[config.mk]
export PLATFORM = sky130hd
export DESIGN_NAME = carga_critica_flat
export DESIGN_NICKNAME = d
export VERILOG_FILES = /design/src/rtl/carga_critica_if.sv /design/src/rtl/carga_critica.sv /design/src/flat_wrapper.sv
export SDC_FILE = /design/constraint.sdc
export NUM_CORES = 1
export LEC_CHECK = 0
export ABC_AREA = 1
export CAP_MARGIN = 30
export CORE_MARGIN = 2
export CORE_UTILIZATION = 30
export DETAILED_ROUTE_END_ITERATION = 8
export GPL_TIMING_DRIVEN = 0
export PLACE_DENSITY_LB_ADDON = 0.2
export SYNTH_ARGS = -nofsm -noshare
export SYNTH_HDL_FRONTEND = slang
export SYNTH_SLANG_ARGS = --single-unit
export TNS_END_PERCENT = 100
[constraint.sdc]
create_clock -name clk -period 1.2 [get_ports clk]
set_input_delay 0.24 -clock clk [delete_from_list [all_inputs] [get_ports clk]]
set_output_delay 0.24 -clock clk [all_outputs]
set_load 0.005 [all_outputs]
[src/rtl/carga_critica_if.sv]
// -----------------------------------------------------------------------------
// carga_critica_if
//   Bundles the battery-gauge inputs and the monitor results of carga_critica.
//
//   Signals
//     carga_bateria1        gauge -> monitor   battery 1 charge, unsigned
//     carga_bateria2        gauge -> monitor   battery 2 charge, unsigned
//     carga_total           monitor -> logic   registered sum of both charges
//     advertencia_critica   monitor -> logic   registered low-charge warning
//     bateria1_descargada   monitor -> logic   registered battery 1 empty
//     bateria2_descargada   monitor -> logic   registered battery 2 empty
//     carga_maxima          monitor -> logic   registered both batteries full
//
//   Modports
//     master : the side that supplies charge levels and reads the results
//     slave  : the monitor itself
// -----------------------------------------------------------------------------
interface carga_critica_if #(
    parameter int ANCHO_CARGA = 4
);

    logic [ANCHO_CARGA-1:0] carga_bateria1;
    logic [ANCHO_CARGA-1:0] carga_bateria2;
    logic [ANCHO_CARGA:0]   carga_total;
    logic                   advertencia_critica;
    logic                   bateria1_descargada;
    logic                   bateria2_descargada;
    logic                   carga_maxima;

    modport master (
        output carga_bateria1,
        output carga_bateria2,
        input  carga_total,
        input  advertencia_critica,
        input  bateria1_descargada,
        input  bateria2_descargada,
        input  carga_maxima
    );

    modport slave (
        input  carga_bateria1,
        input  carga_bateria2,
        output carga_total,
        output advertencia_critica,
        output bateria1_descargada,
        output bateria2_descargada,
        output carga_maxima
    );

endinterface

[src/rtl/carga_critica.sv]
// -----------------------------------------------------------------------------
// carga_critica
//   Dual-battery charge monitor. Adds the charge levels of two batteries into
//   a one-bit-wider total and raises a critical warning when that total is at
//   or below UMBRAL. Also reports each battery being fully discharged and the
//   condition where both batteries are full. Every output is a flop, so the
//   input-to-output latency is exactly one clock.
//
//   Parameters
//     ANCHO_CARGA   width of each battery charge input (unsigned)
//     UMBRAL        warning asserted when carga_total <= UMBRAL
//
//   Ports
//     clk    input   rising-edge system clock
//     rst    input   synchronous active-high reset; clears every output
//     bus    slave   carga_critica_if: charge inputs and registered results
// -----------------------------------------------------------------------------
module carga_critica #(
    parameter int ANCHO_CARGA = 4,
    parameter int UMBRAL      = 3
) (
    input  logic            clk,
    input  logic            rst,
    carga_critica_if.slave  bus
);

    localparam int ANCHO_TOTAL = ANCHO_CARGA + 1;

    // Threshold brought to the width of the total so the compare is a plain
    // unsigned compare of equal-width operands.
    localparam logic [ANCHO_TOTAL-1:0] UMBRAL_TOTAL = ANCHO_TOTAL'(UMBRAL);

    // Zero-extend both charges before adding; the extra bit holds the carry,
    // so the sum can never wrap.
    function automatic logic [ANCHO_TOTAL-1:0] sumar_cargas(
        input logic [ANCHO_CARGA-1:0] a,
        input logic [ANCHO_CARGA-1:0] b
    );
        return {1'b0, a} + {1'b0, b};
    endfunction

    function automatic logic es_critica(input logic [ANCHO_TOTAL-1:0] total);
        return (total <= UMBRAL_TOTAL);
    endfunction

    function automatic logic esta_vacia(input logic [ANCHO_CARGA-1:0] carga);
        return (carga == '0);
    endfunction

    function automatic logic esta_llena(input logic [ANCHO_CARGA-1:0] carga);
        return (carga == {ANCHO_CARGA{1'b1}});
    endfunction

    // Stage p0: combinational evaluation of the sampled inputs
    logic [ANCHO_TOTAL-1:0] total_p0;
    logic                   critica_p0;
    logic                   vacia1_p0;
    logic                   vacia2_p0;
    logic                   maxima_p0;

    always_comb begin
        total_p0   = sumar_cargas(bus.carga_bateria1, bus.carga_bateria2);
        critica_p0 = es_critica(total_p0);
        vacia1_p0  = esta_vacia(bus.carga_bateria1);
        vacia2_p0  = esta_vacia(bus.carga_bateria2);
        maxima_p0  = esta_llena(bus.carga_bateria1) & esta_llena(bus.carga_bateria2);
    end

    // Stage p1: output registers. Reset clears everything, including the
    // warning, even though a zero total would otherwise warn.
    logic [ANCHO_TOTAL-1:0] total_p1;
    logic                   critica_p1;
    logic                   vacia1_p1;
    logic                   vacia2_p1;
    logic                   maxima_p1;

    always_ff @(posedge clk) begin
        if (rst) begin
            total_p1   <= '0;
            critica_p1 <= 1'b0;
            vacia1_p1  <= 1'b0;
            vacia2_p1  <= 1'b0;
            maxima_p1  <= 1'b0;
        end else begin
            total_p1   <= total_p0;
            critica_p1 <= critica_p0;
            vacia1_p1  <= vacia1_p0;
            vacia2_p1  <= vacia2_p0;
            maxima_p1  <= maxima_p0;
        end
    end

    assign bus.carga_total         = total_p1;
    assign bus.advertencia_critica = critica_p1;
    assign bus.bateria1_descargada = vacia1_p1;
    assign bus.bateria2_descargada = vacia2_p1;
    assign bus.carga_maxima        = maxima_p1;

endmodule

[src/flat_wrapper.sv]
// flat-port wrapper written by rule: the top's interface ports become plain ports
module carga_critica_flat 
#(
    parameter int ANCHO_CARGA = 4,
    parameter int UMBRAL      = 3
)
  (clk, rst, bus_carga_bateria1, bus_carga_bateria2, bus_carga_total, bus_advertencia_critica, bus_bateria1_descargada, bus_bateria2_descargada, bus_carga_maxima);
  carga_critica_if #(.ANCHO_CARGA(ANCHO_CARGA)) bus_i ();
  input  logic clk;
  input  logic rst;
  input wire logic [$bits(bus_i.carga_bateria1)-1:0] bus_carga_bateria1;
  input wire logic [$bits(bus_i.carga_bateria2)-1:0] bus_carga_bateria2;
  output wire logic [$bits(bus_i.carga_total)-1:0] bus_carga_total;
  output wire logic [$bits(bus_i.advertencia_critica)-1:0] bus_advertencia_critica;
  output wire logic [$bits(bus_i.bateria1_descargada)-1:0] bus_bateria1_descargada;
  output wire logic [$bits(bus_i.bateria2_descargada)-1:0] bus_bateria2_descargada;
  output wire logic [$bits(bus_i.carga_maxima)-1:0] bus_carga_maxima;
  assign bus_i.carga_bateria1 = bus_carga_bateria1;
  assign bus_i.carga_bateria2 = bus_carga_bateria2;
  assign bus_carga_total = bus_i.carga_total;
  assign bus_advertencia_critica = bus_i.advertencia_critica;
  assign bus_bateria1_descargada = bus_i.bateria1_descargada;
  assign bus_bateria2_descargada = bus_i.bateria2_descargada;
  assign bus_carga_maxima = bus_i.carga_maxima;
  carga_critica #(.ANCHO_CARGA(ANCHO_CARGA), .UMBRAL(UMBRAL)) u_core (.clk(clk), .rst(rst), .bus(bus_i));
endmodule
# ---- Word-level counts from Yosys, hierarchy flattened
# Index checks and enable logic that the tools add are counted.
dict set report totals {
  regBits 9
  word_cells 12
}
dict set report op_classes {
  add_sub_neg 1
  order_cmp 1
  eq_ne 2
  bitwise 1
  n_reduce_logical 2
}
# op count
set op_table {}
lappend op_table {{equality test 4 bit (second input constant)} 2}
lappend op_table {{zero test 4 bit} 2}
lappend op_table {{adder 4 x 4 -> 5 bit} 1}
lappend op_table {{<= comparator 5 x 2 -> 1 bit (second input constant)} 1}
lappend op_table {{bitwise AND 1 bit} 1}

# ---- Logic depth before layout (Yosys ltp)
# Gate-level depths: netlist (run 1).
dict set report logic_depth {
  ltp_word 2
  depth_mapped 9
  depth_no_buf 9
}

# ---- Worst setup path before layout (run 1)
# OpenSTA, ideal clock, no wires.
dict set report synth_path {
  path_type {input-to-reg}
  start {input bus_carga_bateria2[0]}
  end {register u_core.critica_p1 (netlist: u_core.bus.advertencia_critica)}
  setup_ns 0.111
  t_arrival_ns 1.136
  slack_ns -0.048
  path_stages 9
  path_buffers 0
  path_cell_list {ha_1 -> inv_1 -> fa_1 -> inv_1 -> nand2_1 -> nand2_1 -> clkinv_1 -> nand3_1 -> nor2_1}
}
dict set report synth_between {
  elab_chain_cells 2
}
# item line
set synth_rtl {}
lappend synth_rtl {{start: declaration} flat_wrapper.sv:12} ;# input wire logic [$bits(bus_i.carga_bateria2)-1:0] bus_carga_bateria2;
lappend synth_rtl {{adder 4 x 4 -> 5 bit} carga_critica.sv:39} ;# return {1'b0, a} + {1'b0, b};
lappend synth_rtl {{<= comparator 5 x 2 -> 1 bit} carga_critica.sv:43} ;# return (total <= UMBRAL_TOTAL);
lappend synth_rtl {{end signal: assignment} carga_critica.sv:86} ;# critica_p1 <= critica_p0;
lappend synth_rtl {{end: declaration} carga_critica.sv:72} ;# logic critica_p1;
# No other way between the ends.
# A chain may end at the register's enable or synchronous reset.

# ---- Worst setup path after layout (run 1)
# Ends and elaborated chain as after synthesis.

==> results of run 1 <==
-- timing repair --
action | in CTS | in global routing
resized for setup | 25 | 7
endpoints found under the setup margin | 14 | 2
hold buffers | 0 | 0
pin swaps | 1 | 1
setup buffers | 1 | 0
-- cell type report --
type	instances	area, um2
timing repair buffer	19	159
inverter	11	41.3
clock buffer	4	26.3
fill	140	652
multi-input combinational	39	256
sequential	9	180
tap	15	18.8
-- power breakdown --
group	internal [mW]	switching (mW)
logic	0.0844	0.0851
registers	0.318	0.00318
clock network	0.128	0.0999
total	0.530	0.188
-- routing by layer --
metal  share of wire (%)  wire (um)  GRT usage (%)
met5                   0          0              0
met2                  47        433           20.0
met1                  44        409           13.1
met4                 3.9         36           11.3
met3                 4.7         43           2.59
-- cells in the final DEF (no fill, tap or decap) --
| cell type | count |
|---|---|
| nor2_2 | 1 |
| clkinv_1 | 1 |
| inv_1 | 10 |
| ha_1 | 1 |
| clkbuf_4 | 3 |
| ha_4 | 3 |
| buf_2 | 1 |
| nor2_1 | 9 |
| dlygate4sd2_1 | 13 |
| a21oi_1 | 1 |
| nand4_1 | 2 |
| nor3_1 | 3 |
| dfxtp_1 | 9 |
| nand2_1 | 13 |
| clkbuf_2 | 1 |
| clkdlybuf4s15_1 | 1 |
| buf_4 | 2 |
| clkdlybuf4s50_1 | 1 |
| fa_2 | 1 |
| nand3_1 | 5 |
| clkbuf_1 | 1 |
-- worst max-delay path: cells and delay by family --
family | cells | cell delay, ps
buffers and inverters | 4 | 300
and+or+nand+nor | 4 | 220
adders and majority gates | 2 | 490
-- final timing paths --
kind                   from                        endpoint  slack (ps)  cells past startpoint
max   bus_carga_bateria2[0]  u_core.bus.advertencia_critica          90                     10
min   bus_carga_bateria1[0]  u_core.bus.bateria1_descargada         190                      2
-- state kept, by name, indices dropped and copies added (netlist names) --
name,count
u_core.bus.carga_total,5
u_core.bus.bateria2_descargada,1
u_core.bus.bateria1_descargada,1
u_core.bus.carga_maxima,1
u_core.bus.advertencia_critica,1
-- cells by family after synthesis --
family	count (synthesis)	share of synthesized area, %
buffers and inverters	11	9.48
DFF	9	41.4
AOI/OAI and AO/OA	1	1.15
adders and majority gates	5	16.1
and+or+nand+nor	33	31.9
-- stage by stage --
| stage | hold WS (ps) | total power [mW] |
|---|---|---|
| after floorplan | 307 | 0.409 |
| after global placement | 866 | 0.499 |
| after detailed placement | 864 | 0.501 |
| after CTS | 273 | 0.723 |
| after global routing | 184 | 0.768 |
| final | 189 | 0.719 |
==> impl_metrics.ini, run 1 <==
[routing]
drt-initial-drc-count = 7
drtPass1Iterations = 4
wl_per_cell_um = 9.52
viasPerCell = 4.60
antenna_left = 0
wl_um = 923
drc_errors = 0
vias = 446

[timing]
period_share_pct = 92.2
tightest_slew_ps = 235
slew_viol_final = 0
setup_viol = 0
relSlewSlack_pct = 84.3
rsz0062_at_grt = false
fin_crit_ps = 1110
fin_setup_tns_ps = 0
timing.final.ws_setup_ps = 93.6
finalHoldViolations = 0
fmax_ghz = 0.904

[grt]
grt_pass1_wl_mm = 1.61
grt_max_degree = 8
grt_pass1_vias = 406
grt.overflow.total = 0
antenna_found_initial = 0
gr-usage-all-layers_pct = 12.3

[clocking]
cts.sinks = 9
cts_tree = yes
cts_inserted_buffers = 3
clk_pin_slew_ps = 60
htree_levels = 1
clockBufferDepth = 2
root_buffer = clkbuf_4

[logic_synthesis]
ys_seq_elements = 9
netlist_area_um2 = 435
synth_top_area_share_pct = 41.4
syn_area_per_cell_um2 = 7.38
synth.area.top_cells = dfxtp_1 (41%), ha_1 (11%), nand2_1 (11%)
synth_common_cells = nand2_1 (13), inv_1 (10), nor2_1 (10)
ys.flop_type = dfxtp_1
ys_warn_count = 0
yosysMostFrequentCell = nand2_1
synth_edf_count = 0
syn_nets = 74
async_reset_ff_share_pct = 0
synth_top_cell_by_area = dfxtp_1
yosysSeqAreaShare_pct = 41.4
yosysUniqueCellTypes = 11
synth_cells = 59

[cells_and_area]
final_layout_size_suffix_gt1_share_pct = 14.6
post-route-util_pct = 51.1
finalNonFillerCells = 97
diodes = 0
design_area_um2 = 682
final_nets = 98
area_delta_synth_final_pct = 56.6

[pwr]
power_density_nw_per_um2 = 1050
vdd_drop_max_v = 0.000344
p_leak_nw = 0.356

[critical_path]
path_cells = buf_2 -> ha_4 -> inv_1 -> fa_2 -> inv_1 -> nand2_1 -> nand2_1 -> clkinv_1 -> nand3_1 -> nor2_1
cp_slowest_cell = fa_2
cpPeakStageDelay_ps = 360
end_kind = flop
critPathLaunchType = input pin
arrival_ps = 1260
critPathRequiredTime_ps = 1360
path_max_fanout = 3
critPathKind = input pin to flop

[floorplanning]
coreArea_um2 = 1330
num_rows = 13
dieArea_um2 = 1770
pin_count = 19
die_y_um = 42.1
die_w_um = 42.1
initial_utilization_pct = 32.6

[placement]
placed_area_um2 = 637
hpwl_um = 720
gp_congestion = 0.777
dp.cells = 92
pre_cts_slack_ps = -624
numPortBuffers = 18

[worst_hold_path]
hold_class = input pin to flop

[job]
cap_violations = 0

[run_status]
status = finished clean
Power figures use the tool's default switching activity.
==> run 2: changes to the inputs <==
GPL_ROUTABILITY_DRIVEN = 0   (was not set)
clock period = 1.4 ns   (was 1.2 ns; I/O delays follow)
==> impl_metrics.ini, run 2 (same netlist as run 1, synthesis figures left out) <==
[clocking]
clockBufferDepth = 2
htree_levels = 1
cts_tree = yes
root_buffer = clkbuf_4
cts.sinks = 9
clk_pin_slew_ps = 50
cts_inserted_buffers = 3

[routing]
vias = 427
drtPass1Iterations = 2
antenna_left = 0
wl_um = 940
wl_per_cell_um = 9.69
drt-initial-drc-count = 2
viasPerCell = 4.40
drc_errors = 0

[timing]
tightest_slew_ps = 240
period_share_pct = 94.9
slew_viol_final = 0
fin_crit_ps = 1330
setup_viol = 0
fmax_ghz = 0.752
fin_setup_tns_ps = 0
relSlewSlack_pct = 84.0
finalHoldViolations = 0

[floorplanning]
dieArea_um2 = 1770
die_w_um = 42.1
pin_count = 19
coreArea_um2 = 1330
initial_utilization_pct = 32.6
num_rows = 13
die_y_um = 42.1

[placement]
numPortBuffers = 18
placed_area_um2 = 634
hpwl_um = 719

[cells_and_area]
post-route-util_pct = 53.8
final_common_cell = nand2_1
area_delta_synth_final_pct = 64.9
design_area_um2 = 718
final_nets = 98
final_layout_size_suffix_gt1_share_pct = 13.4
diodes = 0
final_cell_mix = nand2_1 (13), inv_1 (10), clkdlybuf4s50_1 (10)
largest_reg_flops = 5
regMostFlops = u_core.bus.carga_total

[critical_path]
critPathRequiredTime_ps = 1120
path_max_fanout = 1
arrival_ps = 1050
path_cells = clkdlybuf4s50_1
end_kind = primary output
critPathKind = flop to primary output
cp_num_buf_inv = 1
cp_top_family = buffers and inverters
critPathLaunchType = flop
cp_slowest_cell = clkdlybuf4s50_1
cpPeakStageDelay_ps = 500

[pwr]
p_leak_nw = 0.359
intPower_mw = 0.469
switchingPower_mw = 0.155
power_density_nw_per_um2 = 869
combinationalPowerShare_pct = 25.8
vdd_drop_max_v = 0.000295
netSwitchingFraction_pct = 24.8
clockPowerShare_pct = 29.9
p_seq_share_pct = 44.3

[grt]
antenna_found_initial = 0
grt_pass1_vias = 399
grt_pass1_wl_mm = 1.60
grt_max_degree = 8
grt.overflow.total = 0
gr-usage-all-layers_pct = 11.6

[worst_hold_path]
hold_class = input pin to flop

[run_status]
status = finished clean

[job]
cap_violations = 0
==> run 2: path summary, 6_finish.rpt <==
check,endpoint,depth (start not counted),startpoint,slack (ps)
setup / recovery,bus_bateria2_descargada,1,u_core.bus.bateria2_descargada,70
hold / removal,u_core.bus.bateria2_descargada,2,bus_carga_bateria2[0],340
==> run 2: final cells by class <==
| type | count | area [um2] |
|---|---|---|
| tap | 15 | 18.8 |
| clock buffer | 4 | 26.3 |
| timing repair buffer | 19 | 195 |
| multi-input combinational | 39 | 256 |
| inverter | 11 | 41.3 |
| fill | 133 | 616 |
| sequential | 9 | 180 |
==> run 2: what timing repair did <==
action	4_1_cts	5_1_grt
buffers inserted	0	1
endpoints found under the setup margin	5	2
pin swaps	0	1
resized for setup	8	9
hold buffers	0	0
==> run 2: metrics by stage <==
step	instances	hold WS (ps)	total power, mW	setup slack (ps)
global placement	92	904	0.427	-508
finish	97	344	0.624	71.1
global route	97	345	0.674	-9.02
CTS	96	378	0.624	53.1
detailed placement	92	903	0.428	-510
floorplan	59	347	0.350	112
==> run 2: per-layer routing <==
| metal | share of wire, % | wire length, um | GRT usage [%] |
|---|---|---|---|
| met1 | 41 | 384 | 13.3 |
| met4 | 2.6 | 24 | 9.38 |
| met5 | 0 | 0 | 0 |
| met3 | 2.3 | 22 | 1.29 |
| met2 | 54 | 509 | 19.4 |
==> run 2: power by group through the flow <==
stage | Clock [mW] | Sequential (mW) | Combinational, mW
final | 0.187 | 0.276 | 0.161
after detailed placement | 0 | 0.282 | 0.147
after floorplan | 0 | 0.285 | 0.0650
after CTS | 0.193 | 0.276 | 0.155
after global placement | 0 | 0.282 | 0.145
after global routing | 0.209 | 0.279 | 0.186
